$ cat src/rtl/four_req_rr_arbiter_pkg.sv
// ---------------------------------------------------------------------------
// four_req_rr_arbiter_pkg : shared widths and FSM state type for the arbiter
// Rev 1.0
// ---------------------------------------------------------------------------
`default_nettype none

package four_req_rr_arbiter_pkg;

  localparam int NREQ = 4;
  localparam int ID_W = 2;

  typedef enum logic [0:0] {
    ST_IDLE = 1'b0,
    ST_OWN  = 1'b1
  } arb_state_t;

  // Owner just released becomes lowest priority: scan restarts one past it.
  function automatic logic [ID_W-1:0] next_ptr(input logic [ID_W-1:0] id);
    return id + ID_W'(1);
  endfunction

endpackage

`default_nettype wire

$ cat src/rtl/four_req_rr_arbiter_rr_pick4.sv
// ---------------------------------------------------------------------------
// rr_pick4 : combinational rotating-priority picker, first request at or after ptr
// Rev 1.0
// ---------------------------------------------------------------------------
`default_nettype none

module rr_pick4
  import four_req_rr_arbiter_pkg::*;
(
  input  logic [NREQ-1:0] req,
  input  logic [ID_W-1:0] ptr,
  output logic            found,
  output logic [ID_W-1:0] win_id,
  output logic [NREQ-1:0] win_oh
);

  logic [ID_W-1:0] w_idx;

  // Scan from the far end back toward ptr so the nearest request wins last.
  always_comb begin
    found  = 1'b0;
    win_id = ptr;
    w_idx  = ptr;
    for (int i = NREQ - 1; i >= 0; i--) begin
      w_idx = ptr + ID_W'(i);
      if (req[w_idx]) begin
        found  = 1'b1;
        win_id = w_idx;
      end
    end
    win_oh = found ? (NREQ'(1) << win_id) : '0;
  end

endmodule

`default_nettype wire

$ cat src/rtl/four_req_rr_arbiter.sv
// ---------------------------------------------------------------------------
// four_req_rr_arbiter : 4-way round-robin arbiter, registered one-hot grant,
//                       hold-time limit with forced-release timeout pulse
// Rev 1.0
// ---------------------------------------------------------------------------
`default_nettype none

module four_req_rr_arbiter
  import four_req_rr_arbiter_pkg::*;
#(
  parameter int HOLD_MAX = 8,
  parameter int CNT_W    = 4
) (
  input  logic            clk,
  input  logic            rst,
  input  logic [NREQ-1:0] req,
  output logic [NREQ-1:0] gnt,
  output logic [ID_W-1:0] gnt_id,
  output logic            busy,
  output logic            any_req,
  output logic            timeout
);

  localparam logic [CNT_W-1:0] c_hold_lim = CNT_W'(HOLD_MAX);

  arb_state_t      r_state, w_state_nxt;
  logic [NREQ-1:0] r_gnt, w_gnt_nxt;
  logic [ID_W-1:0] r_gnt_id, w_gnt_id_nxt;
  logic [ID_W-1:0] r_ptr, w_ptr_nxt;
  logic [CNT_W-1:0] r_hold_cnt, w_hold_nxt;
  logic            r_timeout, w_timeout_nxt;

  logic            w_found;
  logic [ID_W-1:0] w_win_id;
  logic [NREQ-1:0] w_win_oh;
  logic            w_owner_req;

  rr_pick4 u_pick (
    .req    (req),
    .ptr    (r_ptr),
    .found  (w_found),
    .win_id (w_win_id),
    .win_oh (w_win_oh)
  );

  assign w_owner_req = req[r_gnt_id];

  always_ff @(posedge clk or posedge rst) begin
    if (rst) begin
      r_state    <= ST_IDLE;
      r_gnt      <= '0;
      r_gnt_id   <= '0;
      r_ptr      <= '0;
      r_hold_cnt <= '0;
      r_timeout  <= 1'b0;
    end else begin
      r_state    <= w_state_nxt;
      r_gnt      <= w_gnt_nxt;
      r_gnt_id   <= w_gnt_id_nxt;
      r_ptr      <= w_ptr_nxt;
      r_hold_cnt <= w_hold_nxt;
      r_timeout  <= w_timeout_nxt;
    end
  end

  always_comb begin
    w_state_nxt   = r_state;
    w_gnt_nxt     = r_gnt;
    w_gnt_id_nxt  = r_gnt_id;
    w_ptr_nxt     = r_ptr;
    w_hold_nxt    = r_hold_cnt;
    w_timeout_nxt = 1'b0;
    case (r_state)
      ST_IDLE: begin
        if (w_found) begin
          w_state_nxt  = ST_OWN;
          w_gnt_nxt    = w_win_oh;
          w_gnt_id_nxt = w_win_id;
          w_hold_nxt   = CNT_W'(1);
        end
      end
      ST_OWN: begin
        // A voluntary drop on the limit cycle counts as a normal release.
        if (!w_owner_req || (r_hold_cnt == c_hold_lim)) begin
          w_state_nxt   = ST_IDLE;
          w_gnt_nxt     = '0;
          w_ptr_nxt     = next_ptr(r_gnt_id);
          w_hold_nxt    = '0;
          w_timeout_nxt = w_owner_req;
        end else begin
          w_hold_nxt = r_hold_cnt + CNT_W'(1);
        end
      end
      default: begin
        w_state_nxt = ST_IDLE;
        w_gnt_nxt   = '0;
      end
    endcase
  end

  assign gnt     = r_gnt;
  assign gnt_id  = r_gnt_id;
  assign busy    = (r_state == ST_OWN);
  assign any_req = |req;
  assign timeout = r_timeout;

endmodule

`default_nettype wire
$ cat config.mk
export PLATFORM = sky130hd
export DESIGN_NAME = four_req_rr_arbiter
export DESIGN_NICKNAME = d
export VERILOG_FILES = /design/src/rtl/four_req_rr_arbiter_pkg.sv /design/src/rtl/four_req_rr_arbiter_rr_pick4.sv /design/src/rtl/four_req_rr_arbiter.sv
export SDC_FILE = /design/constraint.sdc
export NUM_CORES = 1
export LEC_CHECK = 0
export ABC_AREA = 1
export CORE_MARGIN = 2
export CORE_UTILIZATION = 55
export CTS_CLUSTER_DIAMETER = 100
export DETAILED_ROUTE_END_ITERATION = 10
export PLACE_DENSITY = 0.86
export SLEW_MARGIN = 15
export SYNTH_ARGS = -nofsm -noshare
export SYNTH_HDL_FRONTEND = slang
export SYNTH_SLANG_ARGS = --single-unit
$ cat constraint.sdc
create_clock -name clk -period 3 [get_ports clk]
set_clock_uncertainty 0.15 [all_clocks]
set_input_delay 0.6 -clock clk [delete_from_list [all_inputs] [get_ports clk]]
set_output_delay 0.6 -clock clk [all_outputs]
set_load 0.02 [all_outputs]
# ---- Word-level counts from Yosys, hierarchy flattened
# Cells that the tools add are included.
dict set report op_classes {
  n_bitwise 1
  n_shift 1
  n_lt_le_gt_ge 5
  reduce_logical 6
  eq_ne 3
  mux 29
  add_sub_neg 5
}
# cell n
set ops {}
lappend ops {{4-bit 2-to-1 mux} 4}
lappend ops {{4-bit one-hot mux with 2 select lines} 2}
lappend ops {{2-bit by 3-bit less-than comparator with 1-bit output, second input constant} 5}
lappend ops {{1-bit 2-to-1 mux} 13}
lappend ops {{1-bit binary-select mux with 2-bit select} 5}
lappend ops {{2-bit 2-to-1 mux} 4}
lappend ops {{2-bit AND reduction} 3}
lappend ops {{2-bit by 1-bit adder with 2-bit output, second input constant} 2}
lappend ops {{2-bit adder, second input constant} 2}
lappend ops {{4-bit by 1-bit adder with 4-bit output, second input constant} 1}
lappend ops {{4-bit == test, second input constant} 1}
lappend ops {{2-bit by 1-bit != test with 1-bit output, second input constant} 2}
lappend ops {{4-bit OR reduction} 1}
lappend ops {{1-bit by 2-bit << shifter with 4-bit output, first input constant} 1}
lappend ops {{1-bit one-hot mux with 2 select lines} 1}
lappend ops {{1-bit zero test} 1}
lappend ops {{1-bit logical OR} 1}
lappend ops {{1-bit NOT} 1}
dict set report word_totals {
  reg_bits 14
  wordCells 56
  input_bits 6
}

# ---- Logic depth before layout (Yosys ltp)
# Gate-level depths: netlist of the first run.
dict set report depth {
  ltp_word 10
  mapped_depth 12
}

# ---- Hierarchy
# From an unflattened synthesis of the first run, not the netlist that was laid out.
dict set report hier_totals {
  cells_unflattened 142
  area_unflattened_um2 1016.0
}
# module seq_area_each_um2 cells_per_inst instances area_each_um2
set modules_own_cells {}
lappend modules_own_cells {four_req_rr_arbiter 350.3 82 1 699.4}
lappend modules_own_cells {rr_pick4 0.0 60 1 316.6}

# ---- Worst setup path before layout of the first run
# OpenSTA, ideal clock, no wires.
dict set report synth_path {
  path_kind {input-to-reg}
  startpoint {in req[2]}
  endpoint {reg r_hold_cnt[2]}
  t_required_ns 2.777
  setup_ns 0.073
  stages 7
  setup_slack_ns 1.258
  t_arrival_ns 1.519
  n_path_buf 0
  path_cell_list {inv_1 > nand4_2 > nand2_1 > inv_2 > nor2_4 > o21ai_2 > a21oi_2}
}
dict set report synth_via {
  elab_chain_cells 7
  word_cells_on_any_way 19
  classes_between {eq/ne: 1; mux: 16; reduce/logical: 2}
}
# item line
set synth_rtl {}
lappend synth_rtl {{start, declared} four_req_rr_arbiter.sv:16} ;# input logic [NREQ-1:0] req,
lappend synth_rtl {{1-bit binary-select mux with 2-bit select} four_req_rr_arbiter_rr_pick4.sv:26} ;# if (req[w_idx]) begin
lappend synth_rtl {{1-bit 2-to-1 mux (implied by the code)} four_req_rr_arbiter_rr_pick4.sv:26}
lappend synth_rtl {{1-bit 2-to-1 mux (4 in a row)} four_req_rr_arbiter_rr_pick4.sv:26}
lappend synth_rtl {{2-bit by 1-bit != test with 1-bit output (no source line)} n/a}
lappend synth_rtl {{end signal, assigned} four_req_rr_arbiter.sv:61} ;# r_hold_cnt <= w_hold_nxt;
lappend synth_rtl {{end, declared} four_req_rr_arbiter.sv:30} ;# logic [CNT_W-1:0] r_hold_cnt, w_hold_nxt;
# Parallel ways exist; a longest one is shown, timed or not. The select of a mux whose other input is x is not followed.
# A chain may end at the register's enable or synchronous reset.

# ---- Final worst setup path of the first run
dict set report layout_path {
  startpoint {in req[3]}
  endpoint {out any_req}
}
dict set report layout_via {
  elab_chain_cells 1
}
# item line
set layout_rtl {}
lappend layout_rtl {{4-bit OR reduction} four_req_rr_arbiter.sv:104} ;# assign any_req = |req;
lappend layout_rtl {{end, declared} four_req_rr_arbiter.sv:20} ;# output logic any_req,
# Every way passes these cells.

==> results of run 1 <==
==> final timing paths <==
check,start,to,slack [ps],cells past startpoint
setup / recovery,req[3],any_req,290,4
max in group asynchronous,rst,r_hold_cnt[0]$_DFFE_PP0P_,1860,2
hold reg to reg,gnt[3]$_DFFE_PP0P_,gnt[3]$_DFFE_PP0P_,340,2
setup reg to reg,r_ptr[0]$_DFFE_PP0P_,gnt[0]$_DFFE_PP0P_,1200,12
min in group asynchronous,rst,gnt[3]$_DFFE_PP0P_,490,2
hold / removal,gnt[3]$_DFFE_PP0P_,gnt[3]$_DFFE_PP0P_,340,2
==> state kept, by name, indices dropped and copies added, names as in the netlist <==
name        flops
gnt             4
r_hold_cnt      4
r_ptr           2
busy            1
gnt_id          2
timeout         1
==> report_power, final <==
| part | switching, mW | leakage (nW) | internal (mW) |
|---|---|---|---|
| sequential | 0.0887 | 0.179 | 0.257 |
| clock | 0.0617 | 0.0210 | 0.0739 |
| combinational | 0.460 | 0.379 | 0.266 |
| total | 0.610 | 0.579 | 0.597 |
==> critical path, stage by stage <==
cell and delay [ps]:
sky130_fd_sc_hd__clkdlybuf4s50_1 530, sky130_fd_sc_hd__inv_1 100, sky130_fd_sc_hd__nand4_2 120, sky130_fd_sc_hd__clkdlybuf4s50_1 620
==> cells by family (layout without fill, tap and decap cells) <==
logic type | Yosys count | after routing | synth area share, %
adders and majority gates | 2 | 2 | 2.75
AOI/OAI and AO/OA | 16 | 16 | 9.78
and+or+nand+nor | 73 | 73 | 38.0
xor gates and xnor gates | 1 | 1 | 0.964
DFF | 14 | 14 | 38.6
buffers and inverters | 22 | 39 | 9.92
==> area by class of cell <==
| type | instances | area, sq um | share of cell area (%) |
|---|---|---|---|
| Inverter | 21 | 78.8 | 7.21 |
| Clock buffer | 4 | 36.3 | 3.32 |
| Multi-Input combinational cell | 92 | 468 | 42.8 |
| Timing Repair Buffer | 14 | 140 | 12.8 |
| Sequential cell | 14 | 350 | 32.0 |
| Tap cell | 16 | 20.0 | 1.83 |
==> routing by layer <==
metal  track usage [%]  routed length (um)
met1              23.9                 856
met2              40.6                1030
met3              1.63                  25
met4              14.5                  63
met5                 0                   0
==> synth_stat cells <==
cell	number
sky130_fd_sc_hd__buf_6	1
sky130_fd_sc_hd__inv_2	7
sky130_fd_sc_hd__xor2_1	1
sky130_fd_sc_hd__nand2_1	43
sky130_fd_sc_hd__nor2_4	2
sky130_fd_sc_hd__o21ai_0	6
sky130_fd_sc_hd__o21ai_1	4
sky130_fd_sc_hd__inv_1	14
sky130_fd_sc_hd__a21oi_2	1
sky130_fd_sc_hd__dfrtp_1	14
sky130_fd_sc_hd__a21oi_1	3
sky130_fd_sc_hd__o21ai_2	1
sky130_fd_sc_hd__nand2_2	7
sky130_fd_sc_hd__nand4_2	2
sky130_fd_sc_hd__nand3_1	11
sky130_fd_sc_hd__nor2_1	5
sky130_fd_sc_hd__o22ai_1	1
sky130_fd_sc_hd__nand4_1	3
sky130_fd_sc_hd__ha_1	2
==> stage by stage <==
step,total power [mW],utilization [%]
after floorplan,0.893,-
after global placement,1.04,69.4
after detailed placement,1.07,69.4
after CTS,1.21,71.8
after global routing,1.31,71.8
final,1.21,71.8
==> results.py, run 1 <==
metrics = {
    "timing": {
        "hold_violations": 0,
        "slew-limit-headroom_pct": 64.9,
        "final.hold.worst_slack_ps": 339,
        "rsz0062_at_grt": "no",
        "transition_at_the_pin_with_the_smallest_max_transition_slack_ps": 526,
        "setup-violations-final": 0,
        "tns_ps": 0,
        "timing.fmax_ghz": 0.368,
        "final.min_clock_period_ps": 2710,
        "final-max-slew-violation-count": 0,
        "finalWorstSetupSlack_ps": 285,
        "layout_worst_path_cycle_share_pct": 90.5,
    },
    "placement": {
        "post-dp-hpwl_um": 1510,
        "port_buffer_count": 14,
        "gpl.final_weighted_congestion": 0.821,
        "dp_worst_setup_slack_ps": 299,
        "dpl-instance-area_sq_um": 1060,
        "dpl.cell_count": 157,
    },
    "worst_setup_path": {
        "worstPathMaxFanout": 4,
        "worstSetupPathType": "primary input to output pin",
        "cp.required_ps": 2250,
        "worst_setup_path_end_kind": "output pin",
        "critPathArrivalTime_ps": 1960,
        "worst_setup_path_start_kind": "primary input",
    },
    "cells_and_area": {
        "mostFrequentLayoutCells": "sky130_fd_sc_hd__nand2_1, sky130_fd_sc_hd__inv_1, sky130_fd_sc_hd__dfrtp_1, sky130_fd_sc_hd__clkdlybuf4s50_1, sky130_fd_sc_hd__nand3_1",
        "final_cell_area_sq_um": 1090,
        "fill_cells": 131,
        "area_growth_pct": 20.4,
        "final_common_cell": "sky130_fd_sc_hd__nand2_1",
        "final_cell_count_no_fill": 161,
        "final_layout_size_suffix_gt1_share_pct": 16.6,
        "antenna_cells": 0,
        "fin_nets": 154,
    },
    "synth": {
        "number_of_register_bits_inferred_by_synthesis": 14,
        "synth_area_sq_um": 908,
        "synth_top_cell_by_area": "sky130_fd_sc_hd__dfrtp_1",
        "synth_nets": 136,
        "synth_warnings": 0,
        "postSynthCellCount": 128,
        "post-synth-top-area-fraction_pct": 38.6,
        "synth.distinct_cells": 19,
        "synthesis.area_per_instance_sq_um": 7.10,
        "synth.area.top_cells": "sky130_fd_sc_hd__dfrtp_1, sky130_fd_sc_hd__nand2_1, sky130_fd_sc_hd__nand3_1",
        "synth_sequential_area_ratio_pct": 38.6,
    },
    "grt": {
        "pin_count_of_the_biggest_net_entering_global_routing": 15,
        "globalRouteTotalUtil_pct": 22.1,
        "global_route.overflow_total": 0,
        "via_count_of_the_first_global_routing_pass": 800,
        "antenna_violations_before_repair": 0,
        "grt_first_pass_wirelength_um": 3170,
    },
    "routing": {
        "route.vias.total": 853,
        "finalWirelength_um": 1970,
        "drt-pass1-iter-count": 4,
        "antenna_violating_nets_post_route": 0,
        "routed_wire_length_per_instance_um": 12.2,
        "viasPerCell": 5.30,
        "post-route-drc-count": 0,
        "dr.first_iter.drc_count": 25,
    },
    "floorplan": {
        "core.rowCount": 14,
        "num_io_pins": 15,
        "coreArea_sq_um": 1520,
        "floorplan.die_area_sq_um": 1990,
        "die_y_um": 44.6,
        "die_w_um": 44.6,
        "start_util_pct": 59.6,
    },
    "cts": {
        "cts.clk_slew.worst_paths_ps": 80,
        "clock_latency_ps": 280,
        "clockBufferDepth": 2,
        "postCtsSetupRepairBufs": 0,
        "ctsRootBufferMaster": "sky130_fd_sc_hd__clkbuf_4",
        "htreeDepth": 1,
        "cts_tree": "done",
        "cts-buffers-inserted": 3,
        "postCtsResizedCells": 0,
        "tritoncts_num_sinks": 14,
        "cts.hold.buffers_added": 0,
    },
    "status": {
        "status": "completed",
    },
    "hold_path": {
        "min_path_type": "flop to flop",
    },
    "pwr": {
        "power_density_nw_per_um2": 1100,
        "static_leakage_nw": 0.579,
        "worst_ir_drop_vdd_mv": 0.547,
    },
    "job": {
        "max_cap_viol_count": 0,
    },
}
(Power assumes the default switching activity.)
==> inputs of run 2 (changes only) <==
--- a/config.mk
+++ b/config.mk
@@ -6,6 +6,7 @@
 export NUM_CORES = 1
 export LEC_CHECK = 0
 export ABC_AREA = 1
+export CAP_MARGIN = 30
 export CORE_MARGIN = 2
 export CORE_UTILIZATION = 55
 export CTS_CLUSTER_DIAMETER = 100
@@ -15,3 +16,4 @@
 export SYNTH_ARGS = -nofsm -noshare
 export SYNTH_HDL_FRONTEND = slang
 export SYNTH_SLANG_ARGS = --single-unit
+export TNS_END_PERCENT = 50
==> results of run 2 <==
Final layout, timing and power as in run 1 (identical DEF).
